[config.mk]
export PLATFORM = sky130hd
export DESIGN_NAME = reg_bank_sequencer_flat
export DESIGN_NICKNAME = d
export VERILOG_FILES = /design/src/rtl/reg_bank_sequencer_if.sv /design/src/rtl/reg_bank_sequencer.sv /design/src/flat_wrapper.sv
export SDC_FILE = /design/constraint.sdc
export NUM_CORES = 1
export LEC_CHECK = 0
export CAP_MARGIN = 20
export CORE_AREA = 3 3 89 49
export CTS_CLUSTER_DIAMETER = 150
export DETAILED_ROUTE_END_ITERATION = 6
export DIE_AREA = 0 0 92 52
export DONT_BUFFER_PORTS = 1
export PLACE_DENSITY = 0.72
export SETUP_SLACK_MARGIN = 0.4
export SLEW_MARGIN = 10
export SYNTH_ARGS = -nofsm -noshare
export SYNTH_HDL_FRONTEND = slang
export SYNTH_SLANG_ARGS = --single-unit
[constraint.sdc]
create_clock -name clk -period 2.5 [get_ports clk]
set_input_delay 0.5 -clock clk [delete_from_list [all_inputs] [get_ports clk]]
set_output_delay 0.5 -clock clk [all_outputs]
set_load 0.01 [all_outputs]
[src/rtl/reg_bank_sequencer_if.sv]
// Control bundle between the instruction sequencer and the register bank / ALU / data memory.
// The master side is the sequencer; the slave side is the datapath it drives.
interface reg_bank_sequencer_if #(
   parameter int CNT_W = 16
);
   logic             start;
   logic [7:0]       instr;
   logic             ir_load;
   logic             pc_en;
   logic             read_reg1;
   logic             read_reg2;
   logic [1:0]       alu_op;
   logic [3:0]       mem_addr;
   logic             mem_read;
   logic             mem_write;
   logic             mem_to_reg;
   logic             reg_write;
   logic             busy;
   logic             halted;
   logic [CNT_W-1:0] retired_count;

   modport master (
      input  start, instr,
      output ir_load, pc_en, read_reg1, read_reg2, alu_op, mem_addr, mem_read,
             mem_write, mem_to_reg, reg_write, busy, halted, retired_count
   );

   modport slave (
      output start, instr,
      input  ir_load, pc_en, read_reg1, read_reg2, alu_op, mem_addr, mem_read,
             mem_write, mem_to_reg, reg_write, busy, halted, retired_count
   );
endinterface

[src/rtl/reg_bank_sequencer.sv]
// Multi-cycle sequencer for a 2-entry register bank, ALU and data memory.
// Every control output is a register loaded from the next-state decode.
module reg_bank_sequencer #(
   parameter int MEM_WAIT = 1,
   parameter int CNT_W    = 16
) (
   input  logic                 clk,
   input  logic                 reset,
   reg_bank_sequencer_if.master bus
);
   // state    | meaning
   // S_IDLE   | waiting for start
   // S_FETCH  | ir_load / pc_en pulse
   // S_DECODE | latch selects and address, dispatch on opcode
   // S_EXEC   | ALU add
   // S_MEM    | data-memory access, MEM_WAIT cycles
   // S_WB     | register write-back pulse
   // S_HALT   | stopped until reset
   typedef enum logic [2:0] {
      S_IDLE, S_FETCH, S_DECODE, S_EXEC, S_MEM, S_WB, S_HALT
   } state_t;

   localparam logic [1:0] OP_ADD   = 2'b00;
   localparam logic [1:0] OP_LOAD  = 2'b01;
   localparam logic [1:0] OP_STORE = 2'b10;
   localparam logic [2:0] WAIT_INIT = 3'(MEM_WAIT - 1);

   state_t           state, state_nxt;
   logic [2:0]       wait_cnt, wait_nxt;
   logic [1:0]       op_q, op_cur;
   logic             retire;
   logic             ir_load_d, reg_write_d, mem_read_d, mem_write_d, busy_d, halted_d;
   logic [1:0]       alu_op_d;

   logic             ir_load_q, pc_en_q, rr1_q, rr2_q, mem_read_q, mem_write_q;
   logic             mem_to_reg_q, reg_write_q, busy_q, halted_q;
   logic [1:0]       alu_op_q;
   logic [3:0]       addr_q;
   logic [CNT_W-1:0] cnt_q;

   // During DECODE the opcode comes straight from the IR; afterwards from the latched copy.
   assign op_cur = (state == S_DECODE) ? bus.instr[7:6] : op_q;

   always_comb begin
      state_nxt = state;
      wait_nxt  = wait_cnt;
      retire    = 1'b0;
      case (state)
         S_IDLE:   if (bus.start) state_nxt = S_FETCH;
         S_FETCH:  state_nxt = S_DECODE;
         S_DECODE: begin
            unique case (op_cur)
               OP_ADD:           state_nxt = S_EXEC;
               OP_LOAD, OP_STORE: begin
                  state_nxt = S_MEM;
                  wait_nxt  = WAIT_INIT;
               end
               default:          state_nxt = S_HALT;
            endcase
         end
         S_EXEC:   state_nxt = S_WB;
         S_MEM: begin
            if (wait_cnt == 3'd0) begin
               if (op_cur == OP_STORE) begin
                  state_nxt = S_FETCH;
                  retire    = 1'b1;
               end else begin
                  state_nxt = S_WB;
               end
            end else begin
               wait_nxt = wait_cnt - 3'd1;
            end
         end
         S_WB: begin
            state_nxt = S_FETCH;
            retire    = 1'b1;
         end
         S_HALT:   state_nxt = S_HALT;
         default:  state_nxt = S_IDLE;
      endcase

      ir_load_d   = (state_nxt == S_FETCH);
      alu_op_d    = (state_nxt == S_EXEC) ? 2'b01 : 2'b00;
      mem_read_d  = (state_nxt == S_MEM) && (op_cur == OP_LOAD);
      // Store strobe only on the terminal count of the wait timer.
      mem_write_d = (state_nxt == S_MEM) && (op_cur == OP_STORE) && (wait_nxt == 3'd0);
      reg_write_d = (state_nxt == S_WB);
      busy_d      = (state_nxt != S_IDLE) && (state_nxt != S_HALT);
      halted_d    = (state_nxt == S_HALT);
   end

   always_ff @(posedge clk) begin
      if (reset) begin
         state        <= S_IDLE;
         wait_cnt     <= 3'd0;
         op_q         <= 2'b00;
         rr1_q        <= 1'b0;
         rr2_q        <= 1'b0;
         addr_q       <= 4'd0;
         ir_load_q    <= 1'b0;
         pc_en_q      <= 1'b0;
         alu_op_q     <= 2'b00;
         mem_read_q   <= 1'b0;
         mem_write_q  <= 1'b0;
         mem_to_reg_q <= 1'b0;
         reg_write_q  <= 1'b0;
         busy_q       <= 1'b0;
         halted_q     <= 1'b0;
         cnt_q        <= '0;
      end else begin
         state       <= state_nxt;
         wait_cnt    <= wait_nxt;
         ir_load_q   <= ir_load_d;
         pc_en_q     <= ir_load_d;
         alu_op_q    <= alu_op_d;
         mem_read_q  <= mem_read_d;
         mem_write_q <= mem_write_d;
         reg_write_q <= reg_write_d;
         busy_q      <= busy_d;
         halted_q    <= halted_d;
         if (state == S_DECODE) begin
            op_q   <= bus.instr[7:6];
            rr1_q  <= bus.instr[5];
            rr2_q  <= bus.instr[4];
            addr_q <= bus.instr[3:0];
         end
         if (state_nxt == S_WB) mem_to_reg_q <= (state == S_MEM);
         if (retire && (cnt_q != '1)) cnt_q <= cnt_q + CNT_W'(1);
      end
   end

   assign bus.ir_load       = ir_load_q;
   assign bus.pc_en         = pc_en_q;
   assign bus.read_reg1     = rr1_q;
   assign bus.read_reg2     = rr2_q;
   assign bus.alu_op        = alu_op_q;
   assign bus.mem_addr      = addr_q;
   assign bus.mem_read      = mem_read_q;
   assign bus.mem_write     = mem_write_q;
   assign bus.mem_to_reg    = mem_to_reg_q;
   assign bus.reg_write     = reg_write_q;
   assign bus.busy          = busy_q;
   assign bus.halted        = halted_q;
   assign bus.retired_count = cnt_q;
endmodule

[src/flat_wrapper.sv]
// flat-port wrapper written by rule: the top's interface ports become plain ports
module reg_bank_sequencer_flat 
#(
   parameter int MEM_WAIT = 1,
   parameter int CNT_W    = 16
)
  (clk, reset, bus_start, bus_instr, bus_ir_load, bus_pc_en, bus_read_reg1, bus_read_reg2, bus_alu_op, bus_mem_addr, bus_mem_read, bus_mem_write, bus_mem_to_reg, bus_reg_write, bus_busy, bus_halted, bus_retired_count);
  reg_bank_sequencer_if #(.CNT_W(CNT_W)) bus_i ();
  input  logic clk;
  input  logic reset;
  input wire logic [$bits(bus_i.start)-1:0] bus_start;
  input wire logic [$bits(bus_i.instr)-1:0] bus_instr;
  output wire logic [$bits(bus_i.ir_load)-1:0] bus_ir_load;
  output wire logic [$bits(bus_i.pc_en)-1:0] bus_pc_en;
  output wire logic [$bits(bus_i.read_reg1)-1:0] bus_read_reg1;
  output wire logic [$bits(bus_i.read_reg2)-1:0] bus_read_reg2;
  output wire logic [$bits(bus_i.alu_op)-1:0] bus_alu_op;
  output wire logic [$bits(bus_i.mem_addr)-1:0] bus_mem_addr;
  output wire logic [$bits(bus_i.mem_read)-1:0] bus_mem_read;
  output wire logic [$bits(bus_i.mem_write)-1:0] bus_mem_write;
  output wire logic [$bits(bus_i.mem_to_reg)-1:0] bus_mem_to_reg;
  output wire logic [$bits(bus_i.reg_write)-1:0] bus_reg_write;
  output wire logic [$bits(bus_i.busy)-1:0] bus_busy;
  output wire logic [$bits(bus_i.halted)-1:0] bus_halted;
  output wire logic [$bits(bus_i.retired_count)-1:0] bus_retired_count;
  assign bus_i.start = bus_start;
  assign bus_i.instr = bus_instr;
  assign bus_ir_load = bus_i.ir_load;
  assign bus_pc_en = bus_i.pc_en;
  assign bus_read_reg1 = bus_i.read_reg1;
  assign bus_read_reg2 = bus_i.read_reg2;
  assign bus_alu_op = bus_i.alu_op;
  assign bus_mem_addr = bus_i.mem_addr;
  assign bus_mem_read = bus_i.mem_read;
  assign bus_mem_write = bus_i.mem_write;
  assign bus_mem_to_reg = bus_i.mem_to_reg;
  assign bus_reg_write = bus_i.reg_write;
  assign bus_busy = bus_i.busy;
  assign bus_halted = bus_i.halted;
  assign bus_retired_count = bus_i.retired_count;
  reg_bank_sequencer #(.MEM_WAIT(MEM_WAIT), .CNT_W(CNT_W)) u_core (.clk(clk), .reset(reset), .bus(bus_i));
endmodule
==> impl_metrics.yaml, run 1 <==
synth:
  ys.flop_type: "dfxtp_1"
  ys_async_sr_fraction_pct: 0
  synth-edff-count: 0
  synthCells: 208
  synthesis.area_um2: 1950
  ys_seq_elements: 38
  ys_warn_count: 0
  synth.avg_cell_area_um2: 9.35
  synth_nets: 223
  yosysSeqAreaShare_pct: 39.1
  synth_cell_types: 56
die:
  ios: 43
  core_area_um2: 3720
  chipHeight_um: 52
  die_w_um: 92
  die_area_um2: 4780
  initial_utilization_pct: 52.3
  rows: 16
clocking:
  numClockSinks: 38
  cts-root-buf: "clkbuf_8"
  cts_buffers: 5
  cts_tree: "yes"
  clk_pin_slew_ns: 0.08
  h-tree-depth: 2
  clk_latency_ns: 0.29
  clk_path_buf_depth: 2
  cts_hold_buf: 0
placed_design:
  dp_cells: 258
  dp_hpwl_um: 3540
  portBuffers: 0
  gp_congestion: 0.849
setup_path:
  max_stage_delay_ns: 0.49
  crit_chain: "nor3b_2 -> buf_4 -> mux2i_4 -> ha_4 -> and3b_2 -> buf_4 -> o211ai_4 -> or4_1 -> a21oi_1"
  arrival_ns: 2.53
  slowest_stage: "or4_1"
  cp_max_fo: 6
  critPathBufInv: 2
  rr_endpoint: "u_core.bus.retired_count[7]"
  reg2reg_depth: 9
  crit_family: "simple AND/OR/NAND/NOR gates"
  critPathLaunchType: "flip-flop"
  cp_common_cell: "buf_4"
  r2r_start: "u_core.state[0]"
  reg2reg_slack_ns: 0.20
  cp-end-kind: "flip-flop"
  worstSetupPathType: "flip-flop to flip-flop"
  crit_required_ns: 2.73
global_routing:
  grt_pass1_wl_um: 8020
  antenna_found_initial: 0
  grt.overflow.total: 0
  grt_max_degree: 39
  track_usage_pct: 21.8
  grt_pass1_vias: 1587
sta:
  rsz0062_at_grt: "yes"
  period_needed_ns: 2.30
  hold_violations: 0
  worst_pin_slew_ns: 0.650
  slew_headroom_pct: 56.3
  tns_ns: 0
  slew_violations: 0
  finalSetupViolCount: 0
  fmax_ghz: 0.435
  holdWs_ns: 0.261
  fin_crit_sh_pct: 92.0
  fin_worst_skew_ns: 0.0105
detailed_routing:
  wire_per_inst_um: 19.0
  remaining_drc_errors: 0
  antenna_left: 0
  first_iter_violations: 200
  vias_per_cell: 6.39
  firstDrtPassIters: 5
  wirelength_um: 5300
  num_vias: 1783
hold_path:
  hold_depth: 1
  min_to: "u_core.bus.retired_count[12]"
  min_path_type: "input pin to flip-flop"
  worstHoldStart: "reset"
power_and_ir_drop:
  power_density_nw_per_um2: 640
  p_leak_uw: 0.000780
  ir_drop_v: 0.000400
finish:
  antenna_cells: 0
  final_common_cell: "dfxtp_1"
  layout_common_cells: "dfxtp_1, buf_4, nor2_1"
  drive_above_1_share_pct: 33.3
  fin_cells: 279
  utilization_pct: 64.0
  largest_reg_flops: 16
  fin_nets: 239
  syn_to_final_growth_pct: 22.5
run:
  maxCapViolCount: 0
status:
  status: "complete, no violations"
[synth_stat cells (all sizes together), types with 2 or more instances]
library cell  instances  area [um2]
and4                  2        20.0
a31oi                 4        25.0
or4                   7        52.6
and3                  2        12.5
o31ai                 7        52.6
nand4                 5        37.5
o211ai                3        36.3
o21ai                 7        50.1
inv                   7        26.3
a21oi                12        60.1
or3                   4        25.0
ha                    4        50.1
buf                   7        57.6
clkbuf                6        26.3
nand2                 9        33.8
nand2b                5        31.3
o2111ai               2        30.0
nand3                 5        25.0
o21ba                 2        20.0
nor2                 18        67.6
nor3                  5        25.0
mux2i                 7        70.1
dfxtp                38         761
mux2                  3        33.8
o2111a                2        22.5
nor2b                 7        43.8
nor4                  8        56.3
nor3b                 2        20.0
[cells by family after synthesis]
| kind of cell | count (synthesis) | synth area share, % |
|---|---|---|
| xor+xnor | 1 | 0.450 |
| mux | 10 | 5.34 |
| buf+inv | 20 | 5.66 |
| fa+ha+maj | 4 | 2.57 |
| compound gates | 49 | 20.8 |
| flops | 38 | 39.1 |
| other cells | 1 | 0.193 |
| simple gates | 85 | 25.9 |
[worst max-delay path by stage]
stage	startpoint	to	slack, ns	cells after the start
3_5_place_dp	u_core.state[2]	u_core.bus.retired_count[14]	0.08	8
6_report	u_core.state[0]	u_core.bus.retired_count[7]	0.20	9
2_1_floorplan	u_core.state[2]	u_core.bus.retired_count[14]	0.17	10
5_1_grt	u_core.state[0]	u_core.bus.retired_count[14]	0.11	8
4_1_cts	u_core.state[2]	u_core.bus.retired_count[14]	0.24	8
3_3_place_gp	u_core.state[2]	u_core.bus.retired_count[11]	0.18	8
[metrics by stage]
stage | setup WS [ns] | total power (uW) | instance area [um2]
floorplan | 0.170 | 952 | 2030
global placement | 0.178 | 969 | 2060
detailed placement | 0.0814 | 980 | 2060
CTS | 0.235 | 1460 | 2260
global route | 0.110 | 1590 | 2380
finish | 0.199 | 1530 | 2380
[area by class of cell]
cell class | instances | area, um2
fill | 303 | 1340
multi-input combinational | 150 | 1250
sequential | 38 | 764
timing repair buffer | 22 | 176
clock buffer | 6 | 82.6
tap | 54 | 67.6
inverter | 7 | 26.3
clock inverter | 2 | 12.5
[per-layer routing]
layer  GRT usage (%)  part of all wire, %
met3            8.24                  9.9
met1            29.4                   44
met5               0                    0
met4            7.39                  1.9
met2            31.9                   44
[report_power, final]
group          leakage (uW)  internal, uW  total (uW)  switching [uW]
Sequential         0.000309           646         685            39.4
Clock             0.0000472           222         447             226
Combinational      0.000424           182         393             210
[what timing repair did]
item                       4_1_cts  5_1_grt
pin swaps                       11       10
setup endpoints to repair       17       23
buffers inserted                 9        4
gates resized for setup         10       20
Power figures use the tool's default switching activity.
==> inputs of run 2 (changes only) <==
- CORE_AREA: 3 3 89 49 -> 3 3 88 48
- DIE_AREA: 0 0 92 52 -> 0 0 91 51
- HOLD_SLACK_MARGIN: not set -> 0.05
- PLACE_DENSITY: 0.72 -> 0.75
==> impl_metrics.yaml, run 2 (same netlist as run 1, synthesis figures left out) <==
status:
  status: "complete, no violations"
clocking:
  cts-root-buf: "clkbuf_8"
  cts_buffers: 5
  cts_tree: "yes"
  numClockSinks: 38
  clk_path_buf_depth: 2
  clk_latency_ns: 0.30
  clk_pin_slew_ns: 0.08
  h-tree-depth: 2
  cts_hold_buf: 0
sta:
  finalSetupViolCount: 0
  fmax_ghz: 0.432
  holdWs_ns: 0.256
  rsz0062_at_grt: "yes"
  slew_headroom_pct: 49.3
  fin_worst_skew_ns: 0.00847
  hold_violations: 0
  fin_crit_sh_pct: 92.6
  period_needed_ns: 2.32
  setup_slack_ns: 0.185
  slew_violations: 0
  worst_pin_slew_ns: 0.754
placed_design:
  portBuffers: 0
  place_area_um2: 2030
  dp_hpwl_um: 2850
  dp_cells: 251
  gp_congestion: 0.742
  preCtsSetupSlack_ns: -0.0799
global_routing:
  grt_max_degree: 39
  grt.overflow.total: 0
  antenna_found_initial: 0
  track_usage_pct: 19.6
  grt_pass1_vias: 1578
  grt_pass1_wl_um: 7250
finish:
  seqCellArea_um2: 764
  fin_area_um2: 2320
  n_fill_cell: 284
  fin_nets: 235
  multiInputGateArea_um2: 1220
  largest_reg_flops: 16
  final_common_cell: "dfxtp_1"
  fin_cells: 272
  layout_common_cells: "dfxtp_1, nor2_1, buf_4"
  antenna_cells: 0
  drive_above_1_share_pct: 28.1
  syn_to_final_growth_pct: 19.0
setup_path:
  max_stage_delay_ns: 0.34
  crit_required_ns: 2.69
  crit_chain: "nor3b_4 -> buf_4 -> mux2_4 -> ha_4 -> and3b_2 -> o21ai_4 -> nor4_2 -> mux2_2"
  critPathBufInv: 1
  worstSetupPathType: "flip-flop to flip-flop"
  cp_max_fo: 7
  crit_family: "simple AND/OR/NAND/NOR gates"
  cp-end-kind: "flip-flop"
  critPathLaunchType: "flip-flop"
  arrival_ns: 2.51
  slowest_stage: "dfxtp_2"
power_and_ir_drop:
  p_leak_uw: 0.000738
  clockPowerShare_pct: 32.7
  power.switching_uw: 453
  comb_power_share_pct: 23.7
  power_density_nw_per_um2: 681
  ir_drop_v: 0.000389
  swShare_pct: 28.7
  p_int_uw: 1120
  p_total_uw: 1580
  power_frac_seq_pct: 43.5
detailed_routing:
  antenna_left: 0
  wire_per_inst_um: 16.1
  remaining_drc_errors: 0
  first_iter_violations: 32
  wirelength_um: 4370
  vias_per_cell: 6.01
  firstDrtPassIters: 4
  num_vias: 1634
die:
  initial_utilization_pct: 56.3
  die_w_um: 91
  die_area_um2: 4640
  chipHeight_um: 51
  ios: 43
  rows: 15
  core_area_um2: 3450
run:
  maxCapViolCount: 0
hold_path:
  min_path_type: "input pin to flip-flop"
run 2: what timing repair did:
action | in CTS | in global routing
resized for setup | 6 | 16
buffers inserted | 11 | 2
setup endpoints to repair | 20 | 26
pin swaps | 9 | 13
run 2: path summary, 6_finish.rpt:
kind | from | to | slack, ns | cells past startpoint
min | reset | u_core.bus.retired_count[4] | 0.26 | 1
min reg2reg | u_core.wait_cnt[0] | u_core.wait_cnt[0] | 0.50 | 2
max reg2reg | u_core.state[2] | u_core.bus.retired_count[11] | 0.18 | 8
max | u_core.state[2] | u_core.bus.retired_count[11] | 0.18 | 8
run 2: final cells by class:
| class | count | area share (%) |
|---|---|---|
| Clock buffer | 7 | 3.30 |
| Timing Repair Buffer | 18 | 6.00 |
| Multi-Input combinational cell | 150 | 52.5 |
| Clock inverter | 1 | 1.30 |
| Tap cell | 51 | 2.76 |
| Sequential cell | 38 | 33.0 |
| Inverter | 7 | 1.13 |
run 2: through the flow:
step                      utilization, %  TNS (ns)
after CTS                           64.9         0
after floorplan                        -         0
after global routing                67.1         0
after detailed placement            58.8    -0.192
final                               67.1         0
after global placement              58.8         0
run 2: routing by layer:
| layer | up-vias | share of wire [%] | wire length [um] | global-route usage, % |
|---|---|---|---|---|
| met5 | - | 0 | 0 | 0 |
| met4 | 0 | 1.6 | 68 | 9.50 |
| met3 | 8 | 7.8 | 341 | 7.65 |
| met2 | 52 | 48 | 2070 | 32.8 |
| met1 | 775 | 43 | 1880 | 22.4 |
| li1 | 799 | - | - | - |
run 2: power groups by stage:
stage	Sequential [uW]	Clock (uW)	Combinational, uW
2_1_floorplan	693	0	259
3_5_place_dp	696	0	272
3_3_place_gp	695	0	263
6_report	686	516	374
5_1_grt	691	550	401
4_1_cts	685	527	330
==> inputs of run 3 (changes only) <==
- GPL_ROUTABILITY_DRIVEN: not set -> 0
==> results of run 3 <==
No change in the layout: final DEF, timing and power equal those of run 2.
